[config.mk]
export PLATFORM = sky130hd
export DESIGN_NAME = tt_pm_loader
export DESIGN_NICKNAME = d
export VERILOG_FILES = /design/src/rtl/tt_pm_loader.sv
export SDC_FILE = /design/constraint.sdc
export NUM_CORES = 1
export LEC_CHECK = 0
export ABC_AREA = 1
export CAP_MARGIN = 15
export CORE_UTILIZATION = 45
export CTS_CLUSTER_SIZE = 25
export DETAILED_ROUTE_END_ITERATION = 6
export HOLD_SLACK_MARGIN = 0.12
export PLACE_DENSITY = 0.85
export SLEW_MARGIN = 5
export SYNTH_ARGS = -nofsm -noshare
export SYNTH_HDL_FRONTEND = slang
export SYNTH_SLANG_ARGS = --single-unit
export TNS_END_PERCENT = 20
[constraint.sdc]
create_clock -name clk -period 2.5 [get_ports clk]
set_input_delay 0.5 -clock clk [delete_from_list [all_inputs] [get_ports clk]]
set_output_delay 0.5 -clock clk [all_outputs]
set_load 0.02 [all_outputs]
[src/rtl/tt_pm_loader.sv]
// tt_pm_loader: serial byte loader assembling program-memory words, plus CPU run gate and result byte tap.
// Optional load checksum on chk_out when PM_CHECKSUM_EN is defined.
module tt_pm_loader #(
  parameter int DATAWIDTH = 32,
  parameter int ADDWIDTH = 7,
  localparam int NB = DATAWIDTH / 8,
  localparam int SELW = (NB > 1) ? $clog2(NB) : 1
) (
  input  logic                 clk,
  input  logic                 rst,
  input  logic                 load_en,
  input  logic                 byte_valid,
  input  logic [7:0]           byte_in,
  input  logic                 addr_load,
  input  logic [ADDWIDTH-1:0]  addr_in,
  output logic                 pm_we,
  output logic [ADDWIDTH-1:0]  pm_addr,
  output logic [DATAWIDTH-1:0] pm_wdata,
  output logic                 cpu_run,
  input  logic [DATAWIDTH-1:0] result_in,
  input  logic [SELW-1:0]      result_sel,
  output logic [7:0]           result_byte,
  output logic [7:0]           chk_out
);
  localparam logic [1:0] S_IDLE = 2'd0, S_COLLECT = 2'd1, S_WRITE = 2'd2, S_RUN = 2'd3;
  logic [1:0]           r_state, w_state;
  logic [SELW-1:0]      r_cnt, w_cnt, w_pos;
  logic [ADDWIDTH-1:0]  r_addr, w_addr;
  logic [DATAWIDTH-1:0] r_wdata, w_wdata;
  logic [7:0]           r_res, w_rb;
  logic                 w_acc, w_aload, w_clr;
  assign pm_we = r_state == S_WRITE;
  assign cpu_run = r_state == S_RUN;
  assign pm_addr = r_addr;
  assign pm_wdata = r_wdata;
  assign result_byte = r_res;
  // A byte arriving in WRITE or alongside addr_load always starts a fresh word at lane 0.
  always_comb begin
    w_acc = byte_valid && load_en && (r_state == S_COLLECT || r_state == S_WRITE);
    w_aload = addr_load && (r_state == S_IDLE || r_state == S_COLLECT);
    w_pos = (w_aload || r_state == S_WRITE) ? '0 : r_cnt;
    w_state = r_state;
    w_cnt = '0;
    w_addr = w_aload ? addr_in : r_addr;
    w_clr = 1'b0;
    case (r_state)
      S_IDLE: begin
        w_state = load_en ? S_COLLECT : S_RUN;
        w_clr = load_en;
      end
      S_COLLECT: begin
        w_state = !load_en ? S_RUN : (w_acc && w_pos == SELW'(NB - 1)) ? S_WRITE : S_COLLECT;
        w_cnt = (load_en && w_acc && w_pos != SELW'(NB - 1)) ? w_pos + 1'b1 : '0;
      end
      S_WRITE: begin
        w_state = load_en ? S_COLLECT : S_RUN;
        w_cnt = w_acc ? SELW'(1) : '0;
        w_addr = r_addr + 1'b1;
      end
      default: begin
        w_state = load_en ? S_COLLECT : S_RUN;
        w_clr = load_en;
      end
    endcase
    w_wdata = r_wdata;
    for (int i = 0; i < NB; i++)
      if (w_acc && w_pos == SELW'(i)) w_wdata[8*i +: 8] = byte_in;
    w_rb = 8'h00;
    for (int i = 0; i < NB; i++)
      if (result_sel == SELW'(i)) w_rb = result_in[8*i +: 8];
  end
  always_ff @(posedge clk or posedge rst) begin
    if (rst) begin
      r_state <= S_IDLE;
      r_cnt <= '0;
      r_addr <= '0;
      r_wdata <= '0;
      r_res <= 8'h00;
    end else begin
      r_state <= w_state;
      r_cnt <= w_cnt;
      r_addr <= w_addr;
      r_wdata <= w_wdata;
      r_res <= w_rb;
    end
  end
`ifdef PM_CHECKSUM_EN
  logic [7:0] r_chk;
  always_ff @(posedge clk or posedge rst) begin
    if (rst) r_chk <= 8'h00;
    else r_chk <= w_clr ? 8'h00 : w_acc ? r_chk ^ byte_in : r_chk;
  end
  assign chk_out = r_chk;
`else
  logic w_unused_clr;
  assign w_unused_clr = w_clr;
  assign chk_out = 8'h00;
`endif
endmodule
Word-level counts from Yosys, hierarchy flattened

Cells that the tools add are included.
W data, S select, Z words.

Add/subtract/negate cells: 2
Eq/ne operators: 10
Muxes and demuxes: 14
Reduce and logical (&&, ||, !) cells: 16

Operators with widths:

| kind                  | count |
|---|---|
| $mux W8               | 4 |
| $mux W7               | 2 |
| $eq A2 B2 Y1 const B  | 6 |
| $mux W2               | 6 |
| $logic_and A1 B1 Y1   | 9 |
| $add A7 B1 Y7 const B | 1 |
| $eq A2 B1 Y1 const B  | 3 |
| $logic_not A2 Y1      | 3 |
| $pmux W2 S2           | 1 |
| $logic_or A1 B1 Y1    | 3 |
| $add A2 B1 Y2 const B | 1 |
| $ne A2 B2 Y1 const B  | 1 |
| $reduce_bool A2 Y1    | 1 |
| $mux W1               | 1 |

Bits in registers: 51
Bits of input ports: 54
Output and inout bits: 57
Word-level logic and storage cells: 50

Logic depth before layout (Yosys ltp)

Word-level depth: 10
Gate-level depth with buffers: 9
Depth with buffers taken out: 8

Least setup slack after synthesis

No wires, ideal clock.

Path kind: input port to flip-flop
From: input addr_load
To: register r_wdata[24], in the netlist pm_wdata[24]
Library setup time: 0.124 ns
Arrival: 1.533 ns
Data required time: 2.376 ns
Path slack: 0.843 ns
Stages on the path: 8
Buffers on the path: 1
Cell sequence: o21ai_2 nand2_1 inv_1 ha_1 nand2_4 buf_6 nand2_1 o21ai_1

Cells in the longest elaborated chain, start to end: 5

RTL lines:

| item                   | RTL line | RTL |
|---|---|---|
| start: declaration     | 14       | `input logic addr_load,` |
| $logic_and A1 B1 Y1    | 40       | `w_aload = addr_load && (r_state == S_IDLE \|\| r_state == S_COLLECT);` |
| $logic_or A1 B1 Y1     | 41       | `w_pos = (w_aload \|\| r_state == S_WRITE) ? '0 : r_cnt;` |
| $mux W2                | 41       |  |
| $eq A2 B2 Y1           | 67       | `if (w_acc && w_pos == SELW'(i)) w_wdata[8*i +: 8] = byte_in;` |
| $logic_and A1 B1 Y1    | 67       |  |
| end signal: assignment | 83       | `r_wdata <= w_wdata;` |
| end: declaration       | 29       | `logic [DATAWIDTH-1:0] r_wdata, w_wdata;` |

No other way between the ends.
A chain may end at the register's enable or synchronous reset.

Final worst setup path

From: register r_state[0]
To: output pm_we

Cells in the longest elaborated chain, start to end: 1

RTL lines:

| item                     | RTL line | RTL |
|---|---|---|
| start: declaration       | 26       | `logic [1:0] r_state, w_state;` |
| start signal: assignment | 80       | `r_state <= w_state;` |
| $eq A2 B2 Y1             | 32       | `assign pm_we = r_state == S_WRITE;` |
| end: declaration         | 16       | `output logic pm_we,` |

No other way between the ends.

==> run summary <==
The flow ran to the end, and the final reports show no timing, DRC or antenna violations. In this run the static leakage power is 1.73 nW. The net count of the finished layout came out at 444. The transition time at the pin with the least slew margin came out at 0.599 ns. The most used flip-flop cell after synthesis is sky130_fd_sc_hd__dfrtp_1.

The number of hold-slack violations in the final timing report came out at 0. The number of setup violations in the final report is 0. The post-detailed-route DRC marker count came out at 0. The clock network fraction of design power is 0.284. The fraction of registers with async set/reset came out at 1.00. The total negative slack is 0 ns. The combinational share of power came out at 0.242.

The floorplan die area came out at 5780 sq um. The via density per instance is 4.74. The congestion estimate from routability-driven global placement came to 0.822. The number of optimization iterations in the first detailed-route pass came out at 4.

Buffers inserted during clock tree synthesis total 5. The CTS tree is built. In this run the worst hold path is classified as flip-flop to flip-flop. The highest clock frequency the design can meet is 482 MHz. The sequential area share after synthesis is 0.517. The die extent in x is 76.0 microns. For the worst setup path, the data required time is 2.00 ns. The worst-skew pair later-pin latency came out at 0.30 ns. The gate count of the mapped netlist came out at 276. The combined flip-flop and latch cell area is 1280 sq um. Of all nets on the critical path, the largest fanout is 4. The count of input and output buffers is 102.

The layout filler cell count is 421. The number of top-level pins is 111. The share of synthesized area in the top cell type comes to 0.517.

Once the clock tree was built, the setup fixing pass inserted 0 buffers. The final clock period utilization by the worst path came out at 0.829. The worst setup path is launched from a flip-flop. The net switching component of the power came out at 0.545 mW. Setup repair after global routing left no endpoint under its margin. By count the netlist is led by sky130_fd_sc_hd__nand2_1 (90), sky130_fd_sc_hd__dfrtp_1 (51), sky130_fd_sc_hd__inv_1 (28). The detailed router finished its first iteration with 91 violations. The count of flip-flops with a built-in enable after synthesis is 0. The overall die height is 76.0 microns. The multi-input combinational cells in the finished layout cover a total of 998 sq um. The top cell type by total area after synthesis is sky130_fd_sc_hd__dfrtp_1.

The worst setup path is captured at an output pin. The estimated wirelength of the detail-placed design came out at 4.47 mm. Max-cap violations in this run came to 0. The number of routed nets with antenna violations is 0.

The maximum clock skew at final layout came out at 0.00885 ns. The number of cell rows is 26. The total length of routed wires came out at 5.79 mm. The worst endpoint data arrival time came out at 1.57 ns.

The combined global-route utilization of all metal layers came out at 0.215. The mean instance size in the synthesized netlist came out at 8.94 sq um. The share of total power dissipated in sequential elements is 0.474. The final number of max-transition violations is 0.

CTS saw 51 sinks. The final routed wire length divided by cell count is 12.8 microns. By area the synthesized netlist is led by sky130_fd_sc_hd__dfrtp_1 (52%), sky130_fd_sc_hd__nand2_1 (14%), sky130_fd_sc_hd__o21ai_2 (6.0%), sky130_fd_sc_hd__inv_1 (4.3%), sky130_fd_sc_hd__ha_1 (4.1%).

The final hold slack is 0.491 ns. The via count of the first global-routing pass is 2199. CTS placed an instance of sky130_fd_sc_hd__clkbuf_8 at the clock tree root. The clock transition time at the flip-flop clock pins of the worst setup and hold paths is 0.09 ns. The distinct cell type count of the synthesized netlist is 21. Compared with the post-synthesis result, the final layout area differs by 47.3%.

The total vias in the final route came out at 2144. The normalized max-slew margin is 0.599. In this run, post-CTS hold repair placed 0 buffers. The largest vdd supply drop is 0.000373 V. The ratio of cells with drive above 1 in the final layout is 0.0969. The total grt overflow came out at 0. The depth of the CTS H-tree came out at 2. The cell area power density is 539 nW/um^2. The number of diodes is 0. The first-pass GRT wire length came out at 9.96 mm.

The total number of yosys warnings came out at 0. The share of total power consumed by net switching is 0.278. The core outline area is 5200 sq um. In the post-synthesis netlist, the cell with the most instances is sky130_fd_sc_hd__nand2_1. The internal power consumption came out at 1.41 mW. The initial antenna violation count is 0.

The path type of the worst setup path is flip-flop to output pin. Counting along the longest clock path gives a buffer depth of 2. The worst path in the final design needs a cycle of 2.07 ns, including I/O delays and setup. The count of cells resized by post-cts repair is 0. The synthesized flop and latch total came out at 51. The largest net degree at the start of global routing came out at 31. The initial utilization of the core area, before any placement, comes to 0.474.

The total standard cell area after synthesis is 2470 sq um.
flip-flops by register name (all words and copies together) (netlist names):
signal / flops
pm_addr: 7
pm_wdata: 32
r_state: 2
result_byte: 8
r_cnt: 2
cell type report:
type,count,share of cell area
inverter,29,0.0300
clock buffer,5,0.0189
tap,70,0.0241
multi-input combinational,190,0.275
timing repair buffer,105,0.291
clock inverter,2,0.0103
sequential,51,0.351
layer usage:
metal	GRT usage	vias up	share of wire
li1	-	1075	-
met1	0.257	987	0.42
met2	0.381	73	0.50
met3	0.0563	9	0.062
met4	0.0577	0	0.016
met5	0	-	0
worst max-delay path: stages (launching register included):
cell	delay (ns)
sky130_fd_sc_hd__dfrtp_1	0.42
sky130_fd_sc_hd__inv_1	0.07
sky130_fd_sc_hd__ha_1	0.15
sky130_fd_sc_hd__clkdlybuf4s50_1	0.63
cells by family after synthesis:
family / Yosys count / share of synthesized area
AOI/OAI and AO/OA: 45 / 0.121
adders and majority gates: 8 / 0.0406
buffers and inverters: 42 / 0.0887
DFF: 51 / 0.517
other: 1 / 0.00152
and+or+nand+nor: 129 / 0.231
per-stage QoR:
stage | cell area, sq um | instances | power, mW | setup slack (ns) | utilization
detailed placement | 3530 | 445 | 1.42 | 0.461 | 0.678
finish | 3630 | 452 | 1.96 | 0.427 | 0.698
global route | 3630 | 452 | 2.05 | 0.365 | 0.698
global placement | 3530 | 445 | 1.41 | 0.495 | 0.678
CTS | 3630 | 452 | 1.98 | 0.425 | 0.698
floorplan | 2490 | 283 | 1.17 | 0.770 | -
cells in the final DEF, fill, tap and decap left out:
| master | n |
|---|---|
| sky130_fd_sc_hd__a31oi_1 | 1 |
| sky130_fd_sc_hd__buf_12 | 1 |
| sky130_fd_sc_hd__buf_4 | 2 |
| sky130_fd_sc_hd__bufinv_16 | 1 |
| sky130_fd_sc_hd__clkbuf_8 | 5 |
| sky130_fd_sc_hd__clkdlybuf4s50_1 | 102 |
| sky130_fd_sc_hd__clkinvlp_4 | 1 |
| sky130_fd_sc_hd__conb_1 | 8 |
| sky130_fd_sc_hd__dfrtp_1 | 51 |
| sky130_fd_sc_hd__ha_1 | 8 |
| sky130_fd_sc_hd__inv_1 | 27 |
| sky130_fd_sc_hd__inv_2 | 2 |
| sky130_fd_sc_hd__nand2_1 | 90 |
| sky130_fd_sc_hd__nand2_2 | 3 |
| sky130_fd_sc_hd__nand2_4 | 4 |
| sky130_fd_sc_hd__nand3_1 | 10 |
| sky130_fd_sc_hd__nand4_1 | 8 |
| sky130_fd_sc_hd__nor2_1 | 13 |
| sky130_fd_sc_hd__nor2_8 | 1 |
| sky130_fd_sc_hd__o21ai_0 | 7 |
| sky130_fd_sc_hd__o21ai_1 | 16 |
| sky130_fd_sc_hd__o21ai_2 | 17 |
| sky130_fd_sc_hd__o21bai_1 | 2 |
| sky130_fd_sc_hd__o22ai_1 | 2 |
power groups by stage:
stage               clock [mW]  combinational [mW]  sequential [mW]
floorplan                    0               0.154             1.02
global placement             0               0.467            0.942
detailed placement           0               0.478            0.945
CTS                      0.572               0.479            0.929
global route             0.603               0.513            0.939
finish                   0.557               0.473            0.930
final timing paths:
| path | end | cells past startpoint | from | slack (ns) |
|---|---|---|---|---|
| max reg2reg | pm_wdata[29]$_DFFE_PP0P_ | 7 | r_state[1]$_DFF_PP0_ | 0.95 |
| max | pm_we | 3 | r_state[0]$_DFF_PP0_ | 0.43 |
| max in group asynchronous | pm_wdata[29]$_DFFE_PP0P_ | 3 | rst | 1.44 |
| min | pm_wdata[10]$_DFFE_PP0P_ | 2 | pm_wdata[10]$_DFFE_PP0P_ | 0.49 |
| min reg2reg | pm_wdata[10]$_DFFE_PP0P_ | 2 | pm_wdata[10]$_DFFE_PP0P_ | 0.49 |
| min in group asynchronous | pm_wdata[8]$_DFFE_PP0P_ | 2 | rst | 0.54 |
(Power assumes the default switching activity.)
